### config.mk
export PLATFORM = sky130hd
export DESIGN_NAME = video_wb_prefetch
export DESIGN_NICKNAME = d
export VERILOG_FILES = /design/src/rtl/video_wb_prefetch.sv
export SDC_FILE = /design/constraint.sdc
export NUM_CORES = 1
export LEC_CHECK = 0
export ABC_AREA = 1
export CAP_MARGIN = 20
export CORE_MARGIN = 10
export CORE_UTILIZATION = 35
export CTS_CLUSTER_SIZE = 40
export DETAILED_ROUTE_END_ITERATION = 10
export HOLD_SLACK_MARGIN = 0.06
export SLEW_MARGIN = 20
export SYNTH_ARGS = -nofsm -noshare
export SYNTH_HDL_FRONTEND = slang
export SYNTH_SLANG_ARGS = --single-unit
### constraint.sdc
create_clock -name clk -period 3.5 [get_ports clk]
set_input_delay 0.35 -clock clk [delete_from_list [all_inputs] [get_ports clk]]
set_output_delay 0.35 -clock clk [all_outputs]
set_load 0.01 [all_outputs]
### src/rtl/video_wb_prefetch.sv
// Wishbone burst read master that prefetches one video line into a show-ahead pixel FIFO.
// FIFO space for a whole burst is reserved before the bus cycle opens, so a push can never overflow.
module video_wb_prefetch #(
  parameter int ADDR_W     = 24,
  parameter int DATA_W     = 8,
  parameter int FIFO_DEPTH = 16,
  parameter int BURST_LEN  = 4,
  parameter int LEN_W      = 12
) (
  input  logic              clk,
  input  logic              rst_n,
  input  logic              line_start,
  input  logic [ADDR_W-1:0] line_addr,
  input  logic [LEN_W-1:0]  line_len,
  output logic              wb_cyc_o,
  output logic              wb_stb_o,
  output logic [ADDR_W-1:0] wb_adr_o,
  output logic              wb_we_o,
  input  logic [DATA_W-1:0] wb_dat_i,
  input  logic              wb_ack_i,
  input  logic              pix_rd,
  output logic [DATA_W-1:0] pix_data,
  output logic              pix_valid,
  output logic              underrun,
  output logic              busy
);

  localparam int PTR_W = $clog2(FIFO_DEPTH);
  localparam int CNT_W = PTR_W + 1;

  typedef enum logic [1:0] {IDLE, WAIT_SPACE, BURST} state_t;

  state_t            state, state_nxt;
  logic [ADDR_W-1:0] addr;
  logic [LEN_W-1:0]  remain;
  logic [LEN_W-1:0]  beats;
  logic [LEN_W-1:0]  burst_n;
  logic              cyc;

  logic [DATA_W-1:0] mem [FIFO_DEPTH];
  logic [PTR_W-1:0]  wptr, rptr;
  logic [CNT_W-1:0]  count;
  logic [CNT_W-1:0]  free;
  logic [DATA_W-1:0] head_hold;

  logic beat_ack, last_beat, burst_go, push, pop;

  // An ack only counts inside an open cycle, and a new line overrides it.
  assign beat_ack  = cyc && wb_ack_i && !line_start;
  assign last_beat = beat_ack && (beats == LEN_W'(1));
  assign burst_n   = (remain < LEN_W'(BURST_LEN)) ? remain : LEN_W'(BURST_LEN);
  assign free      = CNT_W'(FIFO_DEPTH) - count;
  assign burst_go  = (state == WAIT_SPACE) && !line_start && (remain != '0) &&
                     (32'(free) >= 32'(burst_n));
  assign push      = beat_ack;
  assign pop       = pix_rd && (count != '0);

  // NOTE: sequential state uses non-blocking assignments so every register samples pre-edge values.
  always_ff @(posedge clk or negedge rst_n) begin
    if (!rst_n) state <= IDLE;
    else        state <= state_nxt;
  end

  // NOTE: next state gets a default before any branch, so no path leaves it unassigned (no latch).
  always_comb begin
    state_nxt = state;
    if (line_start) begin
      state_nxt = (line_len != '0) ? WAIT_SPACE : IDLE;
    end else begin
      unique case (state)
        WAIT_SPACE: begin
          if (remain == '0)  state_nxt = IDLE;
          else if (burst_go) state_nxt = BURST;
        end
        BURST:   if (last_beat) state_nxt = WAIT_SPACE;
        default: state_nxt = state;
      endcase
    end
  end

  always_ff @(posedge clk or negedge rst_n) begin
    if (!rst_n) begin
      addr   <= '0;
      remain <= '0;
      beats  <= '0;
      cyc    <= 1'b0;
    end else if (line_start) begin
      addr   <= line_addr;
      remain <= line_len;
      beats  <= '0;
      cyc    <= 1'b0;
    end else begin
      if (burst_go) begin
        beats <= burst_n;
        cyc   <= 1'b1;
      end
      if (beat_ack) begin
        addr   <= addr + ADDR_W'(1);
        remain <= remain - LEN_W'(1);
        beats  <= beats - LEN_W'(1);
        if (last_beat) cyc <= 1'b0;
      end
    end
  end

  always_ff @(posedge clk or negedge rst_n) begin
    if (!rst_n) begin
      wptr      <= '0;
      rptr      <= '0;
      count     <= '0;
      underrun  <= 1'b0;
      head_hold <= '0;
    end else begin
      underrun  <= pix_rd && (count == '0);
      head_hold <= pix_data;
      if (line_start) begin
        wptr  <= '0;
        rptr  <= '0;
        count <= '0;
      end else begin
        if (push) wptr <= wptr + PTR_W'(1);
        if (pop)  rptr <= rptr + PTR_W'(1);
        unique case ({push, pop})
          2'b10:   count <= count + CNT_W'(1);
          2'b01:   count <= count - CNT_W'(1);
          default: count <= count;
        endcase
      end
    end
  end

  // NOTE: the storage array has no reset; entries are only read after being written, and pix_data is masked while empty.
  always_ff @(posedge clk) begin
    if (push) mem[wptr] <= wb_dat_i;
  end

  assign pix_valid = (count != '0);
  assign pix_data  = pix_valid ? mem[rptr] : head_hold;
  assign wb_cyc_o  = cyc;
  assign wb_stb_o  = cyc;
  assign wb_adr_o  = addr;
  assign wb_we_o   = 1'b0;
  assign busy      = (state != IDLE);

endmodule

* Yosys cells after proc, flatten, opt, wreduce, memory -nomap -nowiden *
Memory sizes are Yosys's and may differ from the RTL's.
Cells that the tools add are included.

word-level totals
  bits in registers = 73
  memory bits (writable) = 128
  bits of input ports = 49
  output and inout port bits = 38
  memories kept = 1

cells by class
  add/subtract/negate cells = 8
  magnitude comparators = 2
  eq/ne operators = 7
  muxes and demuxes = 27
  reduce and logical (&&, ||, !) cells = 21

memories
  memory  depth  bits a word  rd ports  clocked after memory_dff  write ports  line  RTL
  mem     16     8            1         0                         1            40    logic [DATA_W-1:0] mem [FIFO_DEPTH];

operator list
  cell                                                                     count
  12-bit 2-to-1 mux                                                        6
  24-bit 2-to-1 mux                                                        2
  24-bit by 1-bit adder with 24-bit output (second input constant)         1
  12-bit nonzero test                                                      2
  12-bit by 1-bit subtractor with 12-bit output (second input constant)    2
  4-bit 2-to-1 mux                                                         4
  12-bit by 1-bit equality test with 1-bit output (second input constant)  1
  5-bit by 12-bit greater-or-equal comparator with 1-bit output            1
  12-bit logical NOT                                                       1
  12-bit by 3-bit < comparator with 1-bit output (second input constant)   1
  5-bit case mux with 2 select lines                                       1
  3-bit nonzero test                                                       3
  4-bit by 1-bit adder with 4-bit output (second input constant)           2
  1-bit logical AND                                                        8
  2-bit 2-to-1 mux                                                         4
  8-bit 2-to-1 mux                                                         1
  1-bit 2-to-1 mux                                                         7
  2-bit nonzero test                                                       3
  5-bit by 1-bit adder with 5-bit output (second input constant)           1
  5-bit logical NOT                                                        1
  5-bit 2-to-1 mux                                                         1
  5-bit nonzero test                                                       1
  5-bit by 1-bit subtractor with 5-bit output (second input constant)      1
  5-bit subtractor (first input constant)                                  1
  other kinds (7)                                                          9

* Longest topological paths before layout *
  depth after elaboration = 8
  depth in mapped cells = 17
  gate-level depth less buffers = 17

* Worst setup path before layout *
No wires, ideal clock.

  path kind = register to register
  start point = register count[0]
  end point = register count[4]
  library setup time = 0.126 ns
  arrival time = 2.318 ns
  required time = 3.374 ns
  setup slack = 1.056 ns
  stages on the path, launching flop included = 17
  clock period less this slack = 2.444 ns
  path through = dfrtp_1 -> inv_1 -> ha_1 -> nand2_1 -> nor2_1 -> ha_1 -> buf_6 -> clkinv_4 -> nand2_4 -> inv_2 -> nand2_2 -> inv_1 -> fa_1 -> a21oi_1 -> o21bai_1 -> nor2_1 -> o22ai_2

between the ends
  cells in the longest elaborated chain, start to end = 5
  elaborated cells between the ends (all ways) = 9

ends and longest elaborated chain
  item                                                                                   line  RTL
  start: declaration                                                                     42    logic [CNT_W-1:0] count;
  start signal: assignment                                                               124   2'b10: count <= count + CNT_W'(1);
  start signal: assignment                                                               125   2'b01: count <= count - CNT_W'(1);
  start signal: assignment                                                               126   default: count <= count;
  5-bit nonzero test *                                                                   -
  via pix_valid                                                                          23    output logic pix_valid,
  1-bit logical AND *                                                                    56    assign pop = pix_rd && (count != '0);
  2-bit by 1-bit equality test with 1-bit output or 2-bit equality test (tied branches)  123   unique case ({push, pop})
  5-bit case mux with 2 select lines                                                     123
  5-bit 2-to-1 mux                                                                       116   if (line_start) begin

Mark *: on every way through the listed nets, which the timed path passes. The rest lies on a longest branch.
A chain may end at the register's enable or synchronous reset.

* Worst setup path after layout *
  start point = register count[0]
  end point = output port pix_data[2]

between the ends
  cells in the longest elaborated chain, start to end = 2

ends and longest elaborated chain
  item                line  RTL
  5-bit nonzero test  137   assign pix_valid = (count != '0);
  8-bit 2-to-1 mux    138   assign pix_data = pix_valid ? mem[rptr] : head_hold;
  end: declaration    22    output logic [DATA_W-1:0] pix_data,

Every way passes these cells.

==> results.md <==
- Fin crit period: 3140 ps
- Core Footprint: 28000 um2
- Hold wc startpoint: line_addr[18]
- Worst-path fanout max: 10
- Total track usage: 0.141
- Syn-to-layout area delta: 19.6%
- Fmax: 0.319 GHz
- Root buf cell: clkbuf_16
- Vias in the first global route: 7697
- Tot Pwr: 0.00772 W
- Status: finished, final reports clean
- Mux share of post-synthesis cell area: 0
- Clk_lat worst skew: 520 ps
- Power per Cell Area: 644 nW/um2
- Adder-cell area share of the yosys netlist: 0.0257
- Synth unique cells: 48
- CTS tree: yes
- Synthesized cell area: 10000 um2
- Die Span X: 189 um
- RSZ-0062 raised after global routing: no
- Period utilization: 0.897
- CP Data Arrival Time: 2790 ps
- Setup crit start kind: flip-flop
- Layout cell share with drive strength beyond 1: 0.0976
- Hold Vio Cnt, Final: 0
- Seq cells post-synth: 201
- Drt first-iter violations: 472
- Post-CTS setup buffers: 0
- Largest net degree at the start of global routing: 52
- Primary FF master, synth: edfxtp_1
- Routed Antenna Nets: 0
- Nets: 1230
- H-tree levels: 1
- Leak pwr: 4.88 nW
- First-pass GRT wire length: 41.7 mm
- Synth Area in Compound Gates: 0.0629
- Wire per inst: 16.3 um
- Largest family of logic cells by synthesized area: simple AND/OR/NAND/NOR gates
- Setup_tns: 0 ps
- WHS: 401 ps
- Setup Skew: 7.05 ps
- Mapped Avg Cell Area: 9.34 um2
- Overflow after GRT: 0
- # clock sinks: 201
- Seq/Total Area, Yosys: 0.566
- Final instance area: 12000 um2
- Iteration count of the initial detailed-routing pass: 5
- Syn Inst Count: 1074
- Post-DP HPWL: 17.3 mm
- Via-per-instance ratio: 4.83
- Initial antenna violation count: 0
- Via count: 7521
- Final setup violation count: 0
- Max-cap violations: 0
- DRC: 0
- Number of synthesized flops with an enable pin: 128
- Setup crit start: count[0]
- I/O pins: 87
- Simple-Gate Fraction of Synth Area: 0.265
- Hold Path Class: input pin to flip-flop
- Slew HR: 0.458
- PortBufs: 85
- Crit path kind: flip-flop to output port
- Die Span Y: 189 um
- CTS max path bufs: 3
- # rows: 61
- CTS Buf Count: 23
- CP Data Required Time: 3150 ps
- Critical R2R Launch: count[0]
- Peak supply drop: 0.000323 V
- Final GP Congestion: 0.848
- Xor/xnor share of the synthesized area: 0.0210
- Ant. Diodes: 0
- Synth warn: 0
- Slew @ Worst Pin: 809 ps
- Starting Density: 0.358
- Die area: 35800 um2
- Final max-slew violation count: 0
- DP Area: 11200 um2
- Asr flop ratio synth: 0.363
- Final wirelength: 25.3 mm
- Clock-pin slew on the worst setup and hold paths: 60 ps
- Worst setup EP type: output port
[per-stage QoR]
step | std cells | utilization | setup WS (ps)
final | 1556 | 0.428 | 360
after global routing | 1556 | 0.428 | 104
after CTS | 1556 | 0.428 | 318
after detailed placement | 1513 | 0.402 | 566
after global placement | 1513 | 0.402 | 703
after floorplan | 1075 | - | 1060
[worst max-delay path, cell delays in order, from the launching register on]
cell	delay (ps)
dfrtp_1	410
inv_1	140
ha_1	210
nand2_1	60
nor2_1	90
ha_1	430
a21oi_1	100
a21oi_1	240
clkdlybuf4s50_1	590
[cell usage after synthesis (2+ instances only)]
library cell / count / area, um2
dfrtp_1: 73 / 1830
edfxtp_1: 128 / 3840
inv_2: 12 / 45.0
inv_1: 82 / 308
o22ai_1: 5 / 31.3
o211ai_1: 6 / 45.0
o21ai_2: 7 / 61.3
conb_1: 2 / 7.51
buf_2: 22 / 110
nor3_1: 9 / 45.0
ha_1: 19 / 238
nor2_1: 78 / 293
o221ai_1: 7 / 61.3
nand2_1: 310 / 1160
a22o_1: 2 / 17.5
buf_1: 2 / 7.51
nand2_2: 11 / 68.8
o21ai_0: 21 / 105
nand3_1: 139 / 696
nor3_2: 3 / 30.0
nand2_4: 4 / 45.0
o22ai_2: 2 / 25.0
nand4_1: 9 / 56.3
xnor2_1: 8 / 70.1
o21bai_1: 4 / 30.0
a21oi_1: 37 / 185
o21a_1: 2 / 15.0
o21ai_1: 3 / 15.0
nor2_4: 7 / 78.8
buf_4: 10 / 75.1
clkbuf_1: 7 / 26.3
nor2_2: 8 / 50.1
nand3_2: 4 / 40.0
nand2_8: 2 / 40.0
xor2_1: 16 / 140
[cells by family (layout without fill, tap and decap cells)]
group | count (synthesis) | after routing
AOI/OAI and AO/OA | 101 | 101
xor gates and xnor gates | 24 | 24
adders and majority gates | 20 | 20
buffers and inverters | 138 | 241
DFF | 201 | 201
other | 2 | 3
and+or+nand+nor | 588 | 588
[area by class of cell]
cell class | count | area, um2
fill | 2728 | 16000
sequential | 201 | 5670
multi-input combinational | 736 | 3760
timing repair buffer | 103 | 986
clock buffer | 29 | 598
tap | 378 | 473
inverter | 96 | 365
clock inverter | 13 | 134
[final timing paths]
check                               endpoint  cells after the start  slack, ps
worst max register to register      count[4]                     15        560
worst max-delay path             pix_data[2]                      8        360
worst min-delay path            wb_adr_o[18]                      3        400
min in group asynchronous       wb_adr_o[14]                      2        420
worst min register to register      state[0]                      2        500
max in group asynchronous            rptr[0]                      3       2390
[placed cells by master, fill, tap and decap left out, drive strengths merged, types with 2 or more instances in the layout]
cell,instances
o21ai,31
o21a,2
buf,18
clkinv,11
nor2,93
a21oi,37
xnor2,8
a22o,2
conb,3
edfxtp,128
nand2,327
nand4,9
clkbuf,29
dfrtp,73
inv,95
bufinv,2
o22ai,7
o211ai,6
nor3,13
o21bai,4
nand3,144
ha,19
o221ai,7
clkdlybuf4s50,84
xor2,16
[power breakdown]
part	total, W	internal, W	switching, W
registers	0.00292	0.00273	0.000188
clock network	0.00234	0.00137	0.000974
logic	0.00246	0.000940	0.00152
total	0.00772	0.00504	0.00268
[state kept, by name (all words and copies together) (netlist names)]
register / flops
wb_adr_o: 24
rptr: 4
remain: 12
underrun: 1
beats: 12
wb_cyc_o: 1
count: 5
head_hold: 8
mem: 128
state: 2
wptr: 4
[metal layers]
layer  up-vias  wire length (um)  GRT usage  part of all wire
met1      3584             11900      0.190              0.47
li1       3765                 -          -                 -
met5         -                 0          0                 0
met3        35              1310     0.0334             0.052
met4         0               519     0.0351             0.020
met2       137             11500      0.225              0.46
[timing repair]
action / 4_1_cts / 5_1_grt
endpoints found under the hold margin: 49 / 0
resized for setup: 0 / 0
endpoints found under the setup margin: 0 / 0
hold buffers: 1 / 0
(Power assumes the default switching activity.)
